[src/rtl/setup_placer_pkg.sv]
// Shared geometry, LFSR constants, FSM state type and small helpers for the
// setup placer (nest + food placement on a 160x120 playfield).
package setup_placer_pkg;

    localparam int X_bits      = 8;
    localparam int Y_bits      = 8;
    localparam int SCREEN_W    = 160;
    localparam int SCREEN_H    = 120;
    localparam int NEST_RADIUS = 8;
    localparam int FOOD_RADIUS = 4;

    localparam logic [15:0] LFSR_MASK         = 16'hB400;
    localparam logic [15:0] LFSR_SEED_DEFAULT = 16'hACE1;

    typedef enum logic [2:0] {
        IDLE, GEN_N, CHK_N, SET_N, GEN_F, CHK_F, SET_F, FIN
    } state_t;

    // One Galois step, x^16+x^14+x^13+x^11+1, shifting right.
    function automatic logic [15:0] lfsr_step(input logic [15:0] v);
        return {1'b0, v[15:1]} ^ (v[0] ? LFSR_MASK : 16'h0000);
    endfunction

    // Candidate keeps a margin of r from every screen edge. Operands are
    // widened by one bit so the subtraction and compares never wrap.
    function automatic logic in_bounds(input logic [X_bits-1:0] x,
                                       input logic [Y_bits-1:0] y,
                                       input int r);
        logic [X_bits:0] xe, xlo, xhi;
        logic [Y_bits:0] ye, ylo, yhi;
        xe  = {1'b0, x};
        xlo = (X_bits+1)'(r);
        xhi = (X_bits+1)'(SCREEN_W - 1 - r);
        ye  = {1'b0, y};
        ylo = (Y_bits+1)'(r);
        yhi = (Y_bits+1)'(SCREEN_H - 1 - r);
        return (xe >= xlo) && (xe <= xhi) && (ye >= ylo) && (ye <= yhi);
    endfunction

endpackage

[src/rtl/setup_placer_lfsr16.sv]
// 16-bit Galois LFSR. Ld has priority over En; a zero seed is replaced by
// the nonzero default so the register can never lock up at all-zeros.
module lfsr16
    import setup_placer_pkg::*;
(
    input  logic        Clk,
    input  logic        RESET,
    input  logic        Ld,
    input  logic [15:0] seed,
    input  logic        En,
    output logic [15:0] q
);

    // Load, step or hold the shift register.
    always_ff @(posedge Clk) begin
        if (RESET)
            q <= LFSR_SEED_DEFAULT;
        else if (Ld)
            q <= (seed == 16'h0000) ? LFSR_SEED_DEFAULT : seed;
        else if (En)
            q <= lfsr_step(q);
    end

endmodule

[src/rtl/setup_placer.sv]
// Setup placer: picks a random nest position, then NUM_FOOD food positions,
// rejecting candidates that violate edge margins or collide. Each attempt is
// GEN (step LFSR, register candidate) + CHK (judge it); an accepted candidate
// spends one more cycle in SET strobing the load.
// Optional feature macro: PLACER_RETRY_LIMIT_EN -- bounds food retries to
// MAX_RETRY per item and counts abandoned items in 'skipped'.
module setup_placer
    import setup_placer_pkg::*;
#(
    parameter int NUM_FOOD  = 4,
    parameter int MAX_RETRY = 15
)(
    input  logic              Clk,
    input  logic              RESET,
    input  logic              START,
    input  logic [15:0]       seed,
    input  logic              nest_collision,
    input  logic              food_collision,
    output logic              SETUP_PHASE,
    output logic              SET_NEST,
    output logic              SET_FOOD,
    output logic [3:0]        food_idx,
    output logic [X_bits-1:0] cand_x,
    output logic [Y_bits-1:0] cand_y,
    output logic              DONE,
    output logic [3:0]        skipped
);

    if (NUM_FOOD < 1 || NUM_FOOD > 15) begin : g_bad_num_food
        $error("setup_placer: NUM_FOOD out of range 1..15");
    end
    if (MAX_RETRY < 1 || MAX_RETRY > 255) begin : g_bad_max_retry
        $error("setup_placer: MAX_RETRY out of range 1..255");
    end

    state_t      state;
    logic [15:0] lfsr_q;
    logic [15:0] lfsr_nxt;
    logic        start_acc;
    logic        gen_cycle;
    logic        nest_ok;
    logic        food_ok;
    logic        last_food;
    logic        give_up;

    assign start_acc = START && (state == IDLE || state == FIN);
    assign gen_cycle = (state == GEN_N) || (state == GEN_F);
    assign lfsr_nxt  = lfsr_step(lfsr_q);
    assign nest_ok   = in_bounds(cand_x, cand_y, NEST_RADIUS);
    assign food_ok   = in_bounds(cand_x, cand_y, FOOD_RADIUS) &&
                       !nest_collision && !food_collision;
    assign last_food = (food_idx == 4'(NUM_FOOD - 1));
    assign SET_NEST  = (state == SET_N);
    assign SET_FOOD  = (state == SET_F);

    lfsr16 u_lfsr (
        .Clk   (Clk),
        .RESET (RESET),
        .Ld    (start_acc),
        .seed  (seed),
        .En    (gen_cycle),
        .q     (lfsr_q)
    );

`ifdef PLACER_RETRY_LIMIT_EN
    logic [7:0] retry;
    logic [3:0] skip_cnt;

    assign give_up = (state == CHK_F) && !food_ok &&
                     (retry == 8'(MAX_RETRY - 1));
    assign skipped = skip_cnt;

    // Per-item rejection counter and running count of abandoned items.
    always_ff @(posedge Clk) begin
        if (RESET || start_acc) begin
            retry    <= '0;
            skip_cnt <= '0;
        end else if (state == SET_N) begin
            retry <= '0;
        end else if (state == CHK_F) begin
            if (food_ok) begin
                retry <= '0;
            end else if (give_up) begin
                retry    <= '0;
                skip_cnt <= skip_cnt + 4'd1;
            end else begin
                retry <= retry + 8'd1;
            end
        end
    end
`else
    assign give_up = 1'b0;
    assign skipped = '0;
`endif

    // Placement FSM with registered candidate and status outputs.
    always_ff @(posedge Clk) begin
        if (RESET) begin
            state       <= IDLE;
            cand_x      <= '0;
            cand_y      <= '0;
            food_idx    <= '0;
            SETUP_PHASE <= 1'b0;
            DONE        <= 1'b0;
        end else begin
            case (state)
                IDLE, FIN: begin
                    if (START) begin
                        state       <= GEN_N;
                        food_idx    <= '0;
                        DONE        <= 1'b0;
                        SETUP_PHASE <= 1'b1;
                    end
                end
                GEN_N: begin
                    cand_x <= lfsr_nxt[X_bits-1:0];
                    cand_y <= lfsr_nxt[15 -: Y_bits];
                    state  <= CHK_N;
                end
                CHK_N: state <= nest_ok ? SET_N : GEN_N;
                SET_N: state <= GEN_F;
                GEN_F: begin
                    cand_x <= lfsr_nxt[X_bits-1:0];
                    cand_y <= lfsr_nxt[15 -: Y_bits];
                    state  <= CHK_F;
                end
                CHK_F: begin
                    if (food_ok) begin
                        state <= SET_F;
                    end else if (give_up) begin
                        // Abandon this item, advancing exactly like SET_F.
                        food_idx <= food_idx + 4'd1;
                        if (last_food) begin
                            state       <= FIN;
                            DONE        <= 1'b1;
                            SETUP_PHASE <= 1'b0;
                        end else begin
                            state <= GEN_F;
                        end
                    end else begin
                        state <= GEN_F;
                    end
                end
                SET_F: begin
                    food_idx <= food_idx + 4'd1;
                    if (last_food) begin
                        state       <= FIN;
                        DONE        <= 1'b1;
                        SETUP_PHASE <= 1'b0;
                    end else begin
                        state <= GEN_F;
                    end
                end
                default: state <= IDLE;
            endcase
        end
    end

endmodule
[config.mk]
export PLATFORM = sky130hd
export DESIGN_NAME = setup_placer
export DESIGN_NICKNAME = d
export VERILOG_FILES = /design/src/rtl/setup_placer_pkg.sv /design/src/rtl/setup_placer_lfsr16.sv /design/src/rtl/setup_placer.sv
export SDC_FILE = /design/constraint.sdc
export NUM_CORES = 1
export LEC_CHECK = 0
export CAP_MARGIN = 20
export CORE_ASPECT_RATIO = 0.5
export CORE_MARGIN = 5
export CORE_UTILIZATION = 39
export CTS_CLUSTER_SIZE = 20
export DETAILED_ROUTE_END_ITERATION = 8
export PLACE_DENSITY = 0.66
export REMOVE_ABC_BUFFERS = 1
export SLEW_MARGIN = 20
export SYNTH_ARGS = -nofsm -noshare
export SYNTH_HDL_FRONTEND = slang
export SYNTH_SLANG_ARGS = --single-unit
[constraint.sdc]
create_clock -name Clk -period 1.5 [get_ports Clk]
set_clock_uncertainty 0.05 [all_clocks]
set_input_delay 0.375 -clock Clk [delete_from_list [all_inputs] [get_ports Clk]]
set_output_delay 0.375 -clock Clk [all_outputs]
set_load 0.02 [all_outputs]
==> run metrics, run 1 <==
Via Count 2,070; Clk Latency, worst-skew pair 0.31 ns; port buffer count 44; Setup TNS 0 ns; final slew viol count 0; pwr dens 999.6 nW/um^2; post-synthesis area per instance 8.176 um^2; post-synth cell types 42; period utilisation layout 98.70%; initial core utilization 39.51%; Reg clk slew, reported paths 0.09 ns; Flop pwr share 42.4%; Net Sw Frac 33.42%; drt first pass iters 4; unrepaired setup endpoints after global routing yes; # clock sinks 41; Post-Route WL 6034 um; Avg WL per Cell 15.59 um; outcome finished, final reports clean; post-route cell area 3040 um^2; root buffer cell clkbuf_8; worst vdd ir 0.4461 mV; min Tclk post-route 1.481 ns; WP data required 1.63 ns; Synth area leaders dfxtp_1, nand2_1, a21oi_1; M2 GR Usage 30.54%; share of the synthesized area in the top cell type 42.90%; RD Place Congestion 0.8015; Worst Setup End Kind flip-flop; Hold Crit Class in2reg; asr flop ratio synth 0%; hpwl dp 3851 um; boundary pin count 49; placed cell areas 2635 um^2; All-Layer GR Usage 19.19%; Cell Chain, Critical Path buf_8 -> a21bo_4 -> and3_4 -> buf_12 -> o21ai_0 -> nand4b_1; CP delay by family, top flip-flops; FF-to-FF setup slack 0.02 ns; clock network fraction of design power 25.0%; Leak 0.001290 uW; synthesized cell area 1913 um^2; Slowest Stage Delay on Critical Path 0.38 ns; initial antenna violation count 0; Core ar. 4842 um^2; routed vias/inst 5.349; Worst EP arrival 1.61 ns; CTS Hold Buffers Added 0; Hold Slack 0.3773 ns; met1 Use GR 25.28%; most frequent cells in the layout dfxtp_1, nand2_1, buf_4, dlygate4sd2_1, nor2_1; Die ar. 6491 um^2; n_diodes 0; global-route wire length before repair 9666 um; Comb power frac 32.6%; Initial DRC Count 179; Yosys warnings 0; Routed Antenna Nets 0; Die Ht 59.53 um; R2R Path End u_lfsr.q[7]; GRT overflow 0; WP buf/inv 2; P_int 2023 uW; final setup vio count 0; ys flop type dfxtp_1; worst r2r src state[1]; final std cells w/o fill 387; hold_sp seed[1]; switching power 1016 uW; final net count 338; Critical Path Source state[1]; crit-path max FO 16; vias in the first global route 2,018; chip width 109.1 um; area grow syn2layout 58.93%; CTS tree done; cell taking the most area after synthesis dfxtp_1; Synth Register Bits 41; CP Launch Type flip-flop; GR peak layer met2; Final Hold Fails 0; Post-synth EDFFs 0; CTS Buf Count 5; ratio of cells with drive above 1 in the final layout 32.81%; DRC violations left 0; largest net degree at the start of global routing 22; critical path type reg2reg; met3 Usage GRT 4.135%; fmax 675.4 MHz; max_cap viols 0; Clock Tree Buf Depth 2; CP max-delay cell dfxtp_4; R2R depth 6; hold path endpoint u_lfsr.q[1]; post-synthesis sequential area ratio 42.90%; Final Util 62.79%; Site Rows 18; cells after synthesis 234; H-tree level count 2; placed insts 368; worst hold stages 3
Yosys cell counts (all sizes together), types with 2 or more instances:
cell type / n
a211oi: 6
a21oi: 27
a311oi: 2
and3: 3
buf: 15
clkbuf: 7
dfxtp: 41
inv: 3
nand2: 38
nand3: 10
nand3b: 2
nand4: 3
nand4b: 9
nor2: 20
nor3: 5
nor4: 4
o211ai: 2
o21ai: 14
or4: 2
xnor2: 2
xor2: 2
area by class of cell:
class                   instances  area [um^2]
clock buffers                   5        68.82
clock inverters                 3        21.27
fillers                       415         1802
inverters                       3        11.26
multi-input cells             174         1161
flip-flops and latches         41        829.5
well taps                      70        87.58
repair buffers                 91        860.8
what timing repair did:
| action | in CTS | in global routing |
|---|---|---|
| gates resized for setup | 57 | 51 |
| buffers inserted | 5 | 3 |
| gates cloned | 3 | 1 |
| pin swaps | 5 | 17 |
| endpoints found under the setup margin | 53 | 45 |
cells by family after synthesis:
group                      count (synthesis)  synth area share (%)
AOI/OAI and AO/OA                         60                 19.03
xor gates and xnor gates                   4                 2.224
adders and majority gates                  1                0.6539
buffers and inverters                     25                 7.652
DFF                                       41                 42.90
other                                      1                0.1960
and+or+nand+nor                          102                 27.34
power by group through the flow:
stage	Combinational (uW)	Sequential (uW)	Clock [uW]
2_1_floorplan	329	1370	0
4_1_cts	891	1280	771
3_3_place_gp	791	1300	0
3_5_place_dp	806	1310	0
6_report	990	1290	759
5_1_grt	1060	1310	830
tightest hold or removal path, cell delays in order:
cell	delay (ns)
dlymetal6s2s_1	0.16
nor2_1	0.11
a211oi_1	0.05
flip-flops by register name, summed over array words and instances (netlist names):
name and flops:
u_lfsr.q 16, cand_y 8, DONE 1, cand_x 8, food_idx 4, state 3, SETUP_PHASE 1
metrics by stage:
| stage | power [uW] | worst slack, ns |
|---|---|---|
| floorplan | 1695 | -0.1068 |
| global placement | 2095 | -0.4774 |
| detailed placement | 2115 | -0.4554 |
| CTS | 2946 | -0.1071 |
| global route | 3196 | -0.05396 |
| finish | 3039 | 0.01948 |
metal layers:
layer | vias to the layer above | routed length, um
met5 | - | 0
met4 | 0 | 120
met3 | 14 | 278
met2 | 56 | 2885
met1 | 1004 | 2749
li1 | 996 | -
worst max-delay path by stage:
stage | endpoint | slack (ns) | depth (start not counted)
floorplan | u_lfsr.q[14] | -0.11 | 4
global placement | u_lfsr.q[15] | -0.48 | 5
detailed placement | u_lfsr.q[6] | -0.46 | 5
CTS | state[1] | -0.11 | 6
global route | cand_x[2] | -0.05 | 6
finish | u_lfsr.q[7] | 0.02 | 6
Note: power is estimated with default switching activity, not from simulation.
==> run 2, diff against run 1 <==
CTS_BUF_LIST = sky130_fd_sc_hd__clkbuf_16   (was not set)
MAX_ROUTING_LAYER = met4   (was not set)
==> run metrics, run 2 (synthesis gave the netlist of run 1 again) <==
port buffer count 44 (unchanged); most frequent cells in the layout buf_4, nand2_1, dfxtp_1, a21oi_1, dlygate4sd2_1; Cell Chain, Critical Path buf_6 -> a21bo_2 -> and3_4 -> buf_12 -> o21ai_0 -> nand4b_1; fillcell total 419 (+0.96%); fin worst setup slack -0.004106 ns (-0.02359 ns); post-route cell area 3007 um^2 (-1.1%); Core ar. 4842 um^2 (unchanged); CP max-delay cell dfxtp_2; worst r2r src state[1]; FF/Latch Area 827.0 um^2 (-0.30%); root buffer cell clkbuf_16; Hold Crit Class in2reg; most common cell after layout, fill and taps aside buf_4; FF-to-FF setup slack -0.004 ns (-0.02 ns); Leak 0.001280 uW (-0.76%); drt first pass iters 4 (unchanged); outcome complete, but fails checks; R2R depth 6 (unchanged); GRT overflow 0 (unchanged); global-route wire length before repair 9487 um (-1.9%); Reg clk slew, reported paths 0.07 ns (-0.02 ns); final net count 337 (-0.30%); critical path type reg2reg; Critical Path Source state[1]; largest net degree at the start of global routing 22 (unchanged); initial antenna violation count 0 (unchanged); Die ar. 6491 um^2 (unchanged); final setup vio count 1 (+1); Avg WL per Cell 14.94 um (-4.2%); Worst EP arrival 1.62 ns (about the same); Clock Tree Buf Depth 2 (unchanged); top layer in use met4; metal1 wirelength 2562 um (-6.8%); Site Rows 18 (unchanged); n_diodes 0 (unchanged); Hold Slack 0.3998 ns (+0.02256 ns); worst vdd ir 0.5135 mV (+15%); CTS tree done; placed cell areas 2635 um^2 (unchanged); Slowest Stage Delay on Critical Path 0.36 ns (-0.02 ns); Initial DRC Count 94 (-47%); CP Launch Type flip-flop; H-tree level count 2 (unchanged); Die Ht 59.53 um (unchanged); crit-path max FO 16 (unchanged); period utilisation layout 100.3% (+1.6 points); chip width 109.1 um (unchanged); CTS Buf Count 5 (unchanged); routed vias/inst 5.218 (-2.5%); fmax 664.8 MHz (-1.6%); Final Hold Fails 0 (unchanged); WP depth 6 (unchanged); initial core utilization 39.51% (unchanged); boundary pin count 49 (unchanged); Clk Latency, worst-skew pair 0.29 ns (-0.02 ns); hpwl dp 3851 um (unchanged); R2R Path End u_lfsr.q[6]; Routed Antenna Nets 0 (unchanged); RD Place Congestion 0.8131 (+1.4%); pwr dens 1096 nW/um^2 (+9.7%); min Tclk post-route 1.504 ns (+0.02359 ns); final slew viol count 0 (unchanged); WP data required 1.61 ns (-0.02 ns); max_cap viols 0 (unchanged); Via Count 2,014 (-2.7%); Multi-input gate area 1097 um^2 (-5.5%); CP delay by family, top compound AO/OA/AOI/OAI gates; worst setup path end u_lfsr.q[6]; Biggest register u_lfsr.q; max FFs per register 16 (unchanged); CTS Hold Buffers Added 0 (unchanged); largest registers u_lfsr.q: 16 flops, cand_x: 8 flops, cand_y: 8 flops; WP buf/inv 2 (unchanged); area grow syn2layout 57.16%; DRC violations left 0 (unchanged); All-Layer GR Usage 19.21% (+0.024 points); failing checks negative setup slack; vias in the first global route 1,972 (-2.3%); ratio of cells with drive above 1 in the final layout 28.80% (-4.0 points); Worst Setup End Kind flip-flop; unrepaired setup endpoints after global routing yes; WL met2 2713 um (-6.0%); Post-Route WL 5768 um (-4.4%); met3 wire len 408 um (+47%); # clock sinks 41 (unchanged)
run 2: area by class of cell:
class | count | area share [%]
Multi-Input combinational cell | 173 | 36.50
Sequential cell | 41 | 27.51
Clock inverter | 3 | 0.7074
Clock buffer | 5 | 4.161
Timing Repair Buffer | 91 | 27.84
Inverter | 3 | 0.3745
Tap cell | 70 | 2.913
run 2: worst min-delay path by stage:
stage,startpoint,endpoint,depth (start not counted)
5_1_grt,seed[1],u_lfsr.q[1],3
3_5_place_dp,cand_y[1],cand_y[1],2
4_1_cts,cand_y[1],cand_y[1],2
2_1_floorplan,RESET,DONE,1
6_report,seed[1],u_lfsr.q[1],3
3_3_place_gp,cand_y[1],cand_y[1],2
run 2: per-stage QoR:
stage	TNS (ns)	utilization (%)	worst slack (ns)	cells	total power, uW
after floorplan	-1.387	-	-0.1068	215	1695
after detailed placement	-6.444	54.42	-0.4554	368	2115
after global placement	-6.330	54.42	-0.4774	368	2095
final	-0.004106	62.09	-0.004106	386	3296
after global routing	-0.1050	62.09	-0.06629	386	3446
after CTS	-0.004989	59.22	-0.004989	385	3228
run 2: report_power, final:
group	switching, uW	total (uW)	internal (uW)
Sequential	80.2	1290	1210
Clock	470	1090	620
Combinational	467	918	451
run 2: routing by layer:
metal | GRT usage, % | up-vias
li1 | - | 990
met1 | 24.74 | 938
met2 | 29.93 | 75
met3 | 3.917 | 11
met4 | 7.374 | 0
met5 | - | -
run 2: worst min-delay path, cell delays in order:
cell and delay (ns):
dlymetal6s2s_1 0.16, nor2_1 0.11, a211oi_1 0.05
run 2: what timing repair did:
action                     4_1_cts  5_1_grt
gates cloned                     2        1
buffers inserted                 7        0
setup endpoints to repair       52       26
resized for setup               49       30
pin swaps                        6        8
